`src/rtl/ps2_pkg.sv`:
```
// Shared types and constants for the PS/2 keyboard receive path.
package ps2_pkg;

    typedef enum logic [1:0] {
        IDLE,
        DATA,
        PARITY,
        STOP
    } frame_state_e;

    localparam logic [7:0] PS2_EXT = 8'hE0;
    localparam logic [7:0] PS2_BRK = 8'hF0;

    typedef struct packed {
        logic [7:0] code;
        logic       ext;
        logic       brk;
    } ps2_event_t;

    // True for bytes that only modify the next key event instead of forming one.
    function automatic logic isPrefix(input logic [7:0] b);
        return (b == PS2_EXT) || (b == PS2_BRK);
    endfunction

endpackage

```
`src/rtl/ps2_edge_sync.sv`:
```
// Synchronizes the raw PS/2 clock and data lines and produces a registered
// falling-edge strobe on kbclk together with the data level sampled with it.
module ps2_edge_sync #(
    parameter int SYNC_STAGES = 2
) (
    input  logic clk,
    input  logic rst,
    input  logic kbclk_i,
    input  logic kbdata_i,
    output logic fall_o,
    output logic data_o
);

    logic [SYNC_STAGES-1:0] clkSync_q;
    logic [SYNC_STAGES-1:0] dataSync_q;
    logic                   clkPrev_q;
    logic                   fall_q;
    logic                   data_q;

    // Shift each raw line through its synchronizer chain; the clock chain resets low so a line held low at release cannot look like a fresh falling edge.
    always_ff @(posedge clk or posedge rst) begin
        if (rst) begin
            clkSync_q  <= '0;
            dataSync_q <= '1;
        end else begin
            clkSync_q  <= {clkSync_q[SYNC_STAGES-2:0], kbclk_i};
            dataSync_q <= {dataSync_q[SYNC_STAGES-2:0], kbdata_i};
        end
    end

    // Remember the previous synchronized clock level and register the falling-edge strobe with the data level it belongs to.
    always_ff @(posedge clk or posedge rst) begin
        if (rst) begin
            clkPrev_q <= 1'b0;
            fall_q    <= 1'b0;
            data_q    <= 1'b1;
        end else begin
            clkPrev_q <= clkSync_q[SYNC_STAGES-1];
            fall_q    <= clkPrev_q & ~clkSync_q[SYNC_STAGES-1];
            data_q    <= dataSync_q[SYNC_STAGES-1];
        end
    end

    assign fall_o = fall_q;
    assign data_o = data_q;

endmodule

```
`src/rtl/ps2_rx_ctrl.sv`:
```
// PS/2 keyboard receive controller: frame checking, timeout, E0/F0 prefix
// stripping and a valid/ready event register, all in the system clock domain.
module ps2_rx_ctrl
    import ps2_pkg::*;
#(
    parameter int TIMEOUT_CYCLES = 50000,
    parameter int SYNC_STAGES    = 2
) (
    input  logic       clk,
    input  logic       rst,
    input  logic       kbclk,
    input  logic       kbdata,
    output logic [7:0] ev_code,
    output logic       ev_ext,
    output logic       ev_brk,
    output logic       ev_valid,
    input  logic       ev_ready,
    output logic       err,
    output logic       ovf
);

    localparam int TMO_W = (TIMEOUT_CYCLES > 2) ? $clog2(TIMEOUT_CYCLES) : 1;

    logic             fall;
    logic             rxData;

    frame_state_e     state_q, state_d;
    logic [2:0]       bitCnt_q;
    logic [7:0]       shift_q;
    logic             parErr_q;
    logic [TMO_W-1:0] tmoCnt_q;
    logic             tmoHit;

    logic             startEn;
    logic             shiftEn;
    logic             parityEn;
    logic             byteGood;
    logic             frameErr;

    logic             pendExt_q;
    logic             pendBrk_q;
    logic             newEvent;
    ps2_event_t       newEv;
    ps2_event_t       ev_q;
    logic             evValid_q;
    logic             err_q;
    logic             ovf_q;

    ps2_edge_sync #(
        .SYNC_STAGES(SYNC_STAGES)
    ) u_sync (
        .clk     (clk),
        .rst     (rst),
        .kbclk_i (kbclk),
        .kbdata_i(kbdata),
        .fall_o  (fall),
        .data_o  (rxData)
    );

    // The abort fires one cycle early on the counter's next value so that err and the return to IDLE land exactly when the count reaches its limit.
    assign tmoHit = (state_q != IDLE) && !fall &&
                    (tmoCnt_q == TMO_W'(TIMEOUT_CYCLES - 2));

    // Frame state register.
    always_ff @(posedge clk or posedge rst) begin
        if (rst) begin
            state_q <= IDLE;
        end else begin
            state_q <= state_d;
        end
    end

    // Next frame state: advance only on a kbclk falling edge, abort to IDLE on timeout.
    always_comb begin
        state_d = state_q;
        if (tmoHit) begin
            state_d = IDLE;
        end else if (fall) begin
            unique case (state_q)
                IDLE:    if (!rxData) state_d = DATA;
                DATA:    if (bitCnt_q == 3'd7) state_d = PARITY;
                PARITY:  state_d = STOP;
                STOP:    state_d = IDLE;
                default: state_d = IDLE;
            endcase
        end
    end

    // Per-state strobes driving the datapath, the good-byte path and the error pulse.
    always_comb begin
        startEn  = 1'b0;
        shiftEn  = 1'b0;
        parityEn = 1'b0;
        byteGood = 1'b0;
        frameErr = 1'b0;
        if (fall) begin
            unique case (state_q)
                IDLE:   startEn  = !rxData;
                DATA:   shiftEn  = 1'b1;
                PARITY: parityEn = 1'b1;
                STOP: begin
                    if (rxData && !parErr_q) byteGood = 1'b1;
                    else                     frameErr = 1'b1;
                end
                default: frameErr = 1'b0;
            endcase
        end
        if (tmoHit) frameErr = 1'b1;
    end

    // Frame datapath: bit counter, LSB-first shift register and the odd-parity verdict.
    always_ff @(posedge clk or posedge rst) begin
        if (rst) begin
            bitCnt_q <= 3'd0;
            shift_q  <= 8'h00;
            parErr_q <= 1'b0;
        end else begin
            if (startEn) begin
                bitCnt_q <= 3'd0;
                parErr_q <= 1'b0;
            end
            if (shiftEn) begin
                shift_q  <= {rxData, shift_q[7:1]};
                bitCnt_q <= bitCnt_q + 3'd1;
            end
            if (parityEn) begin
                parErr_q <= ~(^shift_q ^ rxData);
            end
        end
    end

    // Inter-edge idle counter; it only runs while a frame is in progress.
    always_ff @(posedge clk or posedge rst) begin
        if (rst) begin
            tmoCnt_q <= '0;
        end else if (fall) begin
            tmoCnt_q <= '0;
        end else if (state_q != IDLE) begin
            tmoCnt_q <= tmoCnt_q + TMO_W'(1);
        end
    end

    // A good non-prefix byte becomes an event carrying the pending prefix flags.
    always_comb begin
        newEv.code = shift_q;
        newEv.ext  = pendExt_q;
        newEv.brk  = pendBrk_q;
        newEvent   = byteGood && !isPrefix(shift_q);
    end

    // Prefix flags: set by E0/F0, consumed by the next key byte, wiped by any error.
    always_ff @(posedge clk or posedge rst) begin
        if (rst) begin
            pendExt_q <= 1'b0;
            pendBrk_q <= 1'b0;
        end else if (frameErr) begin
            pendExt_q <= 1'b0;
            pendBrk_q <= 1'b0;
        end else if (byteGood) begin
            if (shift_q == PS2_EXT) begin
                pendExt_q <= 1'b1;
            end else if (shift_q == PS2_BRK) begin
                pendBrk_q <= 1'b1;
            end else begin
                pendExt_q <= 1'b0;
                pendBrk_q <= 1'b0;
            end
        end
    end

    // Output event register with valid/ready handshake; a stalled consumer keeps the old event and the new one is dropped.
    always_ff @(posedge clk or posedge rst) begin
        if (rst) begin
            ev_q      <= '0;
            evValid_q <= 1'b0;
            err_q     <= 1'b0;
            ovf_q     <= 1'b0;
        end else begin
            err_q <= frameErr;
            ovf_q <= newEvent && evValid_q && !ev_ready;
            if (newEvent && (!evValid_q || ev_ready)) begin
                ev_q      <= newEv;
                evValid_q <= 1'b1;
            end else if (evValid_q && ev_ready) begin
                evValid_q <= 1'b0;
            end
        end
    end

    assign ev_code  = ev_q.code;
    assign ev_ext   = ev_q.ext;
    assign ev_brk   = ev_q.brk;
    assign ev_valid = evValid_q;
    assign err      = err_q;
    assign ovf      = ovf_q;

endmodule

```
`config.mk`:
```
export PLATFORM = sky130hd
export DESIGN_NAME = ps2_rx_ctrl
export DESIGN_NICKNAME = d
export VERILOG_FILES = /design/src/rtl/ps2_pkg.sv /design/src/rtl/ps2_edge_sync.sv /design/src/rtl/ps2_rx_ctrl.sv
export SDC_FILE = /design/constraint.sdc
export NUM_CORES = 1
export LEC_CHECK = 0
export CORE_MARGIN = 3
export CORE_UTILIZATION = 43
export DETAILED_ROUTE_END_ITERATION = 10
export SLEW_MARGIN = 5
export SYNTH_ARGS = -nofsm -noshare
export SYNTH_HDL_FRONTEND = slang
export SYNTH_SLANG_ARGS = --single-unit
```
`constraint.sdc`:
```
create_clock -name clk -period 4.7 [get_ports clk]
set_clock_uncertainty 0.1 [all_clocks]
set_input_delay 1.41 -clock clk [delete_from_list [all_inputs] [get_ports clk]]
set_output_delay 1.41 -clock clk [all_outputs]
set_load 0.1 [all_outputs]
```
==> out/qor.txt, run 1 <==
Status: finished, final reports clean
Minimum clock period: 3300 ps
Number of cells on the critical path: 1
Clk sink count: 52
Max-slew headroom: 35.2%
Synth Area in XOR/XNOR: 6.04%
Syn Std Cell Area: 2460 um2
Setup-failing EPs final: 0
Most area-hungry cell type in the Yosys netlist: sky130_fd_sc_hd__dfrtp_1
Number of port buffers: 17
Via/cell ratio: 4.99
First-pass GRT wire length: 6.97 mm
Width of the die: 81.7 um
H-tree depth: 2
Synthesized Nets: 235
Crit Reg-Reg Startpoint: state_q[0]
Total cell area at the placement stage: 2720 um2
RSZ-0062 raised after global routing: no
Count of distinct cell types in the synthesized netlist: 37
Post-CTS setup buffers: 0
Total Die Area: 6680 um2
Count of inserted antenna diode cells: 0
Residual overflow from global routing: 0
Top Family by Delay on Critical Path: buffers and inverters
Worst-path cell chain: clkdlybuf4s50_1
FMAX: 303 MHz
CP bufs+invs: 1
Via count: 1542
Final Routed Wirelength: 3.91 mm
Number of instances in the placed design: 301
Part of the Yosys area used for sequential elements: 52.9%
Critical Path Slowest Stage Cell: sky130_fd_sc_hd__clkdlybuf4s50_1
Endpoint of the most critical setup path: ev_valid
Area inside the core boundary: 5340 um2
Initial antenna violation count: 0
Clock tree from TritonCTS: yes
Total chip power: 1360 uW
Non-filler cells in the finished layout: 309
Number of detailed-route iterations in the first pass: 4
Clk pin slew, worst setup/hold paths: 90 ps
Global router's overall resource usage: 13.7%
Critical Path Source: ev_valid
Delay of the slowest cell on the worst path: 1130 ps
Initial standard-cell utilization of the core: 46.2%
Largest family of logic cells by synthesized area: simple AND/OR/NAND/NOR gates
Warnings, synthesis: 0
Hold Vio Cnt, Final: 0
Launching element type of the critical path: flop
Reg-to-reg critical path endpoint: tmoCnt_q[15]
Net total in the final layout: 257
Endpoint kind of the worst setup timing path: primary output
Post-Syn Instances: 216
# hold bufs at CTS: 0
Pin slew with the least headroom to its limit: 969 ps
Average wire length per cell after detail routing: 12.7 um
Area Growth Syn to Fin: 13.8%
Depth of the most critical reg-to-reg path: 6
Boundary pin count: 18
Post-Route Utilization: 52.6%
Peak supply drop: 0.257 mV
HPWL after detailed placement: 2.85 mm
Number of max-slew violations in the final report: 0
Data arrival time of the critical path: 1790 ps
Cell leakage power: 0.00131 uW
Detailed router's first-iteration violation count: 72
Number of synthesized register bits: 52
Via count of the first global-routing pass: 1468
Cell at the root of the clock tree: sky130_fd_sc_hd__clkbuf_8
Crit share post-route: 70.1%
Worst Path Required: 3190 ps
Share of post-route cells with drive strength above 1: 14.6%
Synthesized-area fraction occupied by adder cells: 7.11%
Reg2reg setup slack: 2640 ps
TritonCTS buffer count: 5
Mux share of post-synthesis cell area: 7.46%
Total of max-cap violations: 0
Area contributors post-synth: sky130_fd_sc_hd__dfrtp_1 50%, sky130_fd_sc_hd__ha_1 7.1%, sky130_fd_sc_hd__mux2_2 6.4%, sky130_fd_sc_hd__xnor2_1 3.6%, sky130_fd_sc_hd__nor2_1 3.5%
Y dimension of the die: 81.7 um
Placer congestion estimate: 0.826
Post-detailed-route DRC marker count: 0
Pin count of the biggest net entering global routing: 33
Placement Rows: 26
Compound-cell area share of the yosys netlist: 6.04%
Min-Delay Path Class: flop to flop
Aggregate negative setup slack: 0 ps
Worst-path fanout max: 2
Clock buffer depth: 2
Post-Synthesis Mean Instance Area: 11.4 um2
Power per unit of standard cell area: 484 nW/um2
Simple-gate share of the synthesized area: 17.9%
Worst Setup Path Type: flop to primary output
Antenna violation net count after detailed routing: 0
Number of resized instances in the post-cts repair step: 0
Fraction of post-synthesis cell area in the top cell type by area: 49.7%
Final instance area: 2810 um2
Worst skew pair latency: 300 ps
[Yosys cell counts]
cell type	number
sky130_fd_sc_hd__and4_2	1
sky130_fd_sc_hd__o22a_1	2
sky130_fd_sc_hd__nand2b_1	3
sky130_fd_sc_hd__nor4_1	3
sky130_fd_sc_hd__mux2_1	1
sky130_fd_sc_hd__buf_1	1
sky130_fd_sc_hd__nand4_1	3
sky130_fd_sc_hd__nand4_4	1
sky130_fd_sc_hd__nand2_1	21
sky130_fd_sc_hd__nand3_2	1
sky130_fd_sc_hd__and4b_1	1
sky130_fd_sc_hd__nor2_1	23
sky130_fd_sc_hd__clkbuf_1	2
sky130_fd_sc_hd__and3_1	1
sky130_fd_sc_hd__a32o_1	3
sky130_fd_sc_hd__buf_2	2
sky130_fd_sc_hd__inv_1	11
sky130_fd_sc_hd__nor3_1	3
sky130_fd_sc_hd__a21oi_1	3
sky130_fd_sc_hd__mux2_4	1
sky130_fd_sc_hd__and3b_1	1
sky130_fd_sc_hd__nor2b_1	5
sky130_fd_sc_hd__ha_1	14
sky130_fd_sc_hd__o21ai_0	10
sky130_fd_sc_hd__o211ai_2	1
sky130_fd_sc_hd__nand4b_4	1
sky130_fd_sc_hd__nand4b_1	1
sky130_fd_sc_hd__nor4b_1	2
sky130_fd_sc_hd__dfstp_2	3
sky130_fd_sc_hd__mux2_2	14
sky130_fd_sc_hd__a211oi_1	2
sky130_fd_sc_hd__dfrtp_1	49
sky130_fd_sc_hd__nand3_1	7
sky130_fd_sc_hd__a31o_2	1
sky130_fd_sc_hd__xnor2_1	10
sky130_fd_sc_hd__nor4_4	1
sky130_fd_sc_hd__xor2_1	7
[stage by stage]
step | hold WS (ps) | setup slack [ps]
2_1_floorplan | 231 | 1940
3_3_place_gp | 236 | 1740
3_5_place_dp | 239 | 1730
4_1_cts | 261 | 1390
5_1_grt | 263 | 1340
6_report | 259 | 1400
[routing by layer]
metal  vias up  GRT usage [%]  wire, um
met5         -              0         0
li1        788              -         -
met1       727           19.3      2020
met2        22           20.4      1690
met3         5           3.95       139
met4         0           4.49        63
[where the power goes]
group	switching [uW]	leakage, uW	internal [uW]	total [uW]
logic	313	0.000582	202	515
registers	72.4	0.000687	529	602
clock network	136	0.0000422	105	241
[worst min-delay path by stage]
stage,start,end,cells past startpoint,slack [ps]
after floorplan,u_sync.clkSync_q[0],u_sync.clkSync_q[1],0,230
after global placement,u_sync.clkSync_q[0],u_sync.clkSync_q[1],0,240
after detailed placement,u_sync.clkSync_q[0],u_sync.clkSync_q[1],0,240
after CTS,u_sync.dataSync_q[0],u_sync.dataSync_q[1],0,260
after global routing,u_sync.dataSync_q[0],u_sync.dataSync_q[1],0,260
final,u_sync.dataSync_q[0],u_sync.dataSync_q[1],0,260
[layout make-up]
type                       instances  area (um2)
clock buffer                       7        76.3
clock inverter                     1        5.00
fill                             477        2530
inverter                          11        41.3
multi-input combinational        148        1100
sequential                        52        1310
tap                               70        87.6
timing repair buffer              20         193
[state kept, by name (all words and copies together) (netlist names)]
register and cells:
ev_brk 1, u_sync.dataSync_q 2, u_sync.fall_o 1, ev_ext 1, shift_q 8, pendBrk_q 1
u_sync.clkPrev_q 1, state_q 2, pendExt_q 1, u_sync.clkSync_q 2, err 1, ovf 1
ev_code 8, ev_valid 1, tmoCnt_q 16, parErr_q 1, u_sync.data_o 1, bitCnt_q 3
[placed cells by master (no fill, tap or decap), drive strengths merged]
cell type and count:
dfrtp 49, nor2 23, nand2 21, clkdlybuf4s50 17
mux2 16, ha 14, inv 11, xnor2 10
o21ai 10, nand3 8, xor2 7, clkbuf 7
nor2b 5, nand4 4, nor4 4, nor3 3
nand2b 3, a32o 3, a21oi 3, buf 3
dfstp 3, nor4b 2, o22a 2, a211oi 2
nand4b 2, and4 1, and3b 1, o211ai 1
and4b 1, and3 1, a31o 1, clkinv 1
[cells by family (layout without fill, tap and decap cells)]
logic type | Yosys count | after routing
buf+inv | 16 | 39
flops | 52 | 52
compound gates | 22 | 22
xor+xnor | 17 | 17
mux | 16 | 16
fa+ha+maj | 14 | 14
simple gates | 79 | 79
(Power assumes the default switching activity.)
==> inputs of run 2 (changes only) <==
clock period = 2.93 ns   (was 4.7 ns; I/O delays follow)
==> run 2 against run 1 <==
Against the previous run:
- non-clock buffer count did not move
- sequential power rose by 61%
- hold slack got worse by 3.1 ps
- via count rose by 3.2%
- global-route usage rose by 0.66 points
- routed wire length rose by 7.6%
- first-iteration DRC count rose by 1.4%
- design area fell by 0.85%
- largest power group unchanged
==> out/qor.txt, run 2 (synthesis results as in run 1) <==
Reg2reg setup slack: 870 ps
Number of max-slew violations in the final report: 0
Worst Setup Path Type: flop to flop
Minimum clock period: 2060 ps
Reg-to-reg critical path endpoint: tmoCnt_q[15]
Clock buffer depth: 2
Count of inserted antenna diode cells: 0
Delay of the slowest cell on the worst path: 400 ps
Endpoint with the worst hold slack: u_sync.clkSync_q[1]
Clock tree from TritonCTS: yes
Global router's overall resource usage: 14.4%
Clk pin slew, worst setup/hold paths: 90 ps
Via/cell ratio: 5.15
FMAX: 485 MHz
Area Growth Syn to Fin: 12.8%
Clk sink count: 52
Post-CTS setup buffers: 0
Launching element type of the critical path: flop
Y dimension of the die: 81.7 um
RSZ-0062 raised after global routing: no
Number of resized instances in the post-cts repair step: 0
Hold Vio Cnt, Final: 0
Total Die Area: 6680 um2
Number of detailed-route iterations in the first pass: 4
First-pass GRT wire length: 7.28 mm
Hold path startpoint: u_sync.clkSync_q[0]
Worst Hold Path Cells: 0
Peak supply drop: 0.421 mV
Data arrival time of the critical path: 2150 ps
Post-detailed-route DRC marker count: 0
Endpoint kind of the worst setup timing path: flop
Min-Delay Path Class: flop to flop
Width of the die: 81.7 um
Status: finished, final reports clean
Total chip power: 2210 uW
Met2 wire len: 1.81 mm
Initial standard-cell utilization of the core: 46.2%
Worst-path fanout max: 9
Number of port buffers: 17
Top Family by Delay on Critical Path: simple AND/OR/NAND/NOR gates
Pin count of the biggest net entering global routing: 24
Aggregate negative setup slack: 0 ps
HPWL after detailed placement: 3.05 mm
Net total in the final layout: 257
Placer congestion estimate: 0.748
Worst-path cell chain: inv_1, ha_1, nand4b_4, nor4_4, nand3_2, mux2_4
Placement Rows: 26
Average wire length per cell after detail routing: 13.6 um
Non-filler cells in the finished layout: 309
Largest register by flop count: tmoCnt_q
Via count: 1592
Top Metal Used: met4
CP bufs+invs: 1
Met3 Routed Length: 169 um
Antenna violation net count after detailed routing: 0
Fillcell total: 513
Share of post-route cells with drive strength above 1: 20.1%
Worst skew pair latency: 300 ps
Max-slew headroom: 63.2%
Area inside the core boundary: 5340 um2
Initial antenna violation count: 0
Metal1 wirelength: 2.16 mm
Crit Reg-Reg Startpoint: state_q[0]
Power per unit of standard cell area: 794 nW/um2
Residual overflow from global routing: 0
Pin slew with the least headroom to its limit: 551 ps
Cell at the root of the clock tree: sky130_fd_sc_hd__clkbuf_8
Setup-failing EPs final: 0
Cell leakage power: 0.00134 uW
TritonCTS buffer count: 5
Flip-flop count of the largest register, all copies and words added: 16
Number of instances in the placed design: 301
Final Routed Wirelength: 4.21 mm
# hold bufs at CTS: 0
Commonest cells after routing, fill and taps aside: 49 x sky130_fd_sc_hd__dfrtp_1, 23 x sky130_fd_sc_hd__nor2_1, 21 x sky130_fd_sc_hd__nand2_1, 16 x sky130_fd_sc_hd__buf_4
Worst hold slack across all endpoints: 256 ps
Depth of the most critical reg-to-reg path: 6
H-tree depth: 2
Critical Path Slowest Stage Cell: sky130_fd_sc_hd__dfrtp_1
Total of max-cap violations: 0
Crit share post-route: 70.3%
Via count of the first global-routing pass: 1485
Boundary pin count: 18
Detailed router's first-iteration violation count: 73
Worst Path Required: 3020 ps
Most frequent standard cell in the layout excluding fill and tap cells: sky130_fd_sc_hd__dfrtp_1
[run 2: power breakdown]
part           switching, uW  internal (uW)
combinational            507            316
clock                    221            193
sequential               123            849
total                    851           1360
[run 2: final cells by class]
class,instances,area [um2],area share (%)
timing repair buffer,20,160,5.76
clock buffer,8,90.1,3.24
tap,70,87.6,3.15
sequential,52,1310,46.9
multi-input combinational,148,1100,39.5
inverter,11,41.3,1.48
[run 2: stage by stage]
stage          area [um2]  worst slack [ps]  util [%]
6_report             2780               870      52.1
5_1_grt              2780               723      52.1
4_1_cts              2780               869      52.1
3_5_place_dp         2690               557      50.4
3_3_place_gp         2690               614      50.4
2_1_floorplan        2460               698         -
[run 2: layer usage]
layer / track usage (%) / vias up
met5: 0 / -
met4: 6.31 / 0
met3: 3.29 / 7
met2: 20.1 / 30
met1: 21.3 / 774
li1: - / 781
[run 2: how the worst max path moves through the flow]
stage	to	start	slack [ps]	depth (start not counted)
2_1_floorplan	bitCnt_q[0]	rst	700	1
5_1_grt	tmoCnt_q[15]	state_q[0]	720	6
6_report	tmoCnt_q[15]	state_q[0]	870	6
3_5_place_dp	ev_code[7]	ev_ready	560	4
4_1_cts	tmoCnt_q[15]	state_q[0]	870	6
3_3_place_gp	ev_code[7]	ev_ready	610	4
==> inputs of run 3 (changes only) <==
clock period = 2 ns   (was 2.93 ns; I/O delays follow)
==> run 3 against run 2 <==
Against the previous run:
- die area unchanged
- routed wire length down 3.9%
- critical path depth unchanged
- non-clock buffer count up 3
- critical endpoint is now tmoCnt_q[14]
- clock power up 50%
==> out/qor.txt, run 3 (synthesis results as in run 1) <==
Status: finished, final reports clean
TritonCTS buffer count: 5
Total cell area at the placement stage: 2900 um2
Post-Route Utilization: 56.4%
Crit share post-route: 90.3%
Initial antenna violation count: 0
Width of the die: 81.7 um
Number of port buffers: 17
Residual overflow from global routing: 0
Cell leakage power: 0.00141 uW
Launching element type of the critical path: flop
Average wire length per cell after detail routing: 13.0 um
Net total in the final layout: 260
Largest register by flop count: tmoCnt_q
Final instance area: 3010 um2
Min-Delay Path Class: flop to flop
Global router's overall resource usage: 14.2%
Non-filler cells in the finished layout: 311
Count of inserted antenna diode cells: 0
Area inside the core boundary: 5340 um2
FMAX: 554 MHz
Final worst setup slack: 194 ps
Depth of the most critical reg-to-reg path: 6
Peak supply drop: 0.580 mV
Max-slew headroom: 71.7%
Clk pin slew, worst setup/hold paths: 80 ps
Worst Hold Path Cells: 0
HPWL after detailed placement: 3.03 mm
Clock tree from TritonCTS: yes
Y dimension of the die: 81.7 um
Worst-path fanout max: 6
# hold bufs at CTS: 0
Antenna violation net count after detailed routing: 0
Flip-flop count of the largest register, all copies and words added: 16
Clk sink count: 52
Hold Vio Cnt, Final: 0
Via count: 1572
Minimum clock period: 1810 ps
Pin count of the biggest net entering global routing: 24
Worst skew pair latency: 300 ps
First-pass GRT wire length: 7.18 mm
Number of resized instances in the post-cts repair step: 0
Placer congestion estimate: 0.765
Area Growth Syn to Fin: 22.0%
Commonest cells after routing, fill and taps aside: 49 x sky130_fd_sc_hd__dfrtp_1, 23 x sky130_fd_sc_hd__nor2_1, 21 x sky130_fd_sc_hd__nand2_1, 15 x sky130_fd_sc_hd__buf_12
Endpoint with the worst hold slack: u_sync.data_o
Crit Reg-Reg Startpoint: state_q[0]
Hold path startpoint: u_sync.dataSync_q[1]
Data arrival time of the critical path: 1890 ps
Final Routed Wirelength: 4.05 mm
Worst Setup Path Type: flop to flop
Power per unit of standard cell area: 1140 nW/um2
Share of post-route cells with drive strength above 1: 21.6%
Worst-case setup slack after placement: -89.4 ps
Initial standard-cell utilization of the core: 46.2%
Boundary pin count: 18
H-tree depth: 2
RSZ-0062 raised after global routing: no
Clock buffer depth: 2
Cell at the root of the clock tree: sky130_fd_sc_hd__clkbuf_8
Detailed router's first-iteration violation count: 123
Setup-failing EPs final: 0
Post-CTS setup buffers: 0
Critical Path Source: state_q[0]
Number of instances in the placed design: 304
Post-detailed-route DRC marker count: 0
Total chip power: 3420 uW
Total of max-cap violations: 0
Via/cell ratio: 5.05
Most frequent standard cell in the layout excluding fill and tap cells: sky130_fd_sc_hd__dfrtp_1
Total Die Area: 6680 um2
Number of detailed-route iterations in the first pass: 5
Number of max-slew violations in the final report: 0
Worst Path Required: 2080 ps
Reg-to-reg critical path endpoint: tmoCnt_q[14]
Via count of the first global-routing pass: 1522
Pin slew with the least headroom to its limit: 423 ps
Endpoint kind of the worst setup timing path: flop
Placement Rows: 26
Reg2reg setup slack: 190 ps
## run 3: changes by cell type in the layout (fill, tap and decap cells not counted), sizes merged
cell / before / now
clkbuf: 8 / 7
buf: 16 / 19
## run 3: how the worst max path moves through the flow
| stage | end | slack (ps) | depth (start not counted) |
|---|---|---|---|
| after global placement | ev_code[7] | -40 | 4 |
| after global routing | tmoCnt_q[8] | 20 | 7 |
| final | tmoCnt_q[14] | 190 | 6 |
| after floorplan | bitCnt_q[0] | 50 | 1 |
| after CTS | ev_code[2] | 70 | 5 |
| after detailed placement | ev_code[2] | -90 | 4 |
## run 3: worst max-delay path: stages, from the launching register on
cell and delay (ps):
sky130_fd_sc_hd__dfrtp_1 400, sky130_fd_sc_hd__inv_1 100, sky130_fd_sc_hd__ha_1 220, sky130_fd_sc_hd__nand4b_4 220, sky130_fd_sc_hd__nor3_1 200, sky130_fd_sc_hd__nand4_1 120, sky130_fd_sc_hd__mux2_1 330
## run 3: layout make-up
| cell class | instances | area (um2) |
|---|---|---|
| clock buffer | 7 | 96.3 |
| fill | 474 | 2330 |
| inverter | 11 | 41.3 |
| multi-input combinational | 148 | 1110 |
| sequential | 52 | 1310 |
| tap | 70 | 87.6 |
| timing repair buffer | 23 | 370 |
## run 3: report_power, final
group / total, uW / switching, uW / internal [uW]
Sequential: 1440 / 197 / 1240
Clock: 622 / 314 / 308
Combinational: 1350 / 767 / 588
Total: 3420 / 1280 / 2140
## run 3: through the flow
| stage | TNS [ps] | hold WS [ps] |
|---|---|---|
| 2_1_floorplan | 0 | 231 |
| 3_3_place_gp | -396 | 238 |
| 3_5_place_dp | -815 | 248 |
| 4_1_cts | 0 | 260 |
| 5_1_grt | 0 | 262 |
| 6_report | 0 | 259 |
## run 3: per-layer routing
layer	vias to the layer above	track usage [%]	routed length [um]
met5	-	0	0
met4	0	5.98	70
li1	790	-	-
met3	6	3.40	120
met2	18	21.0	1790
met1	758	20.0	2060
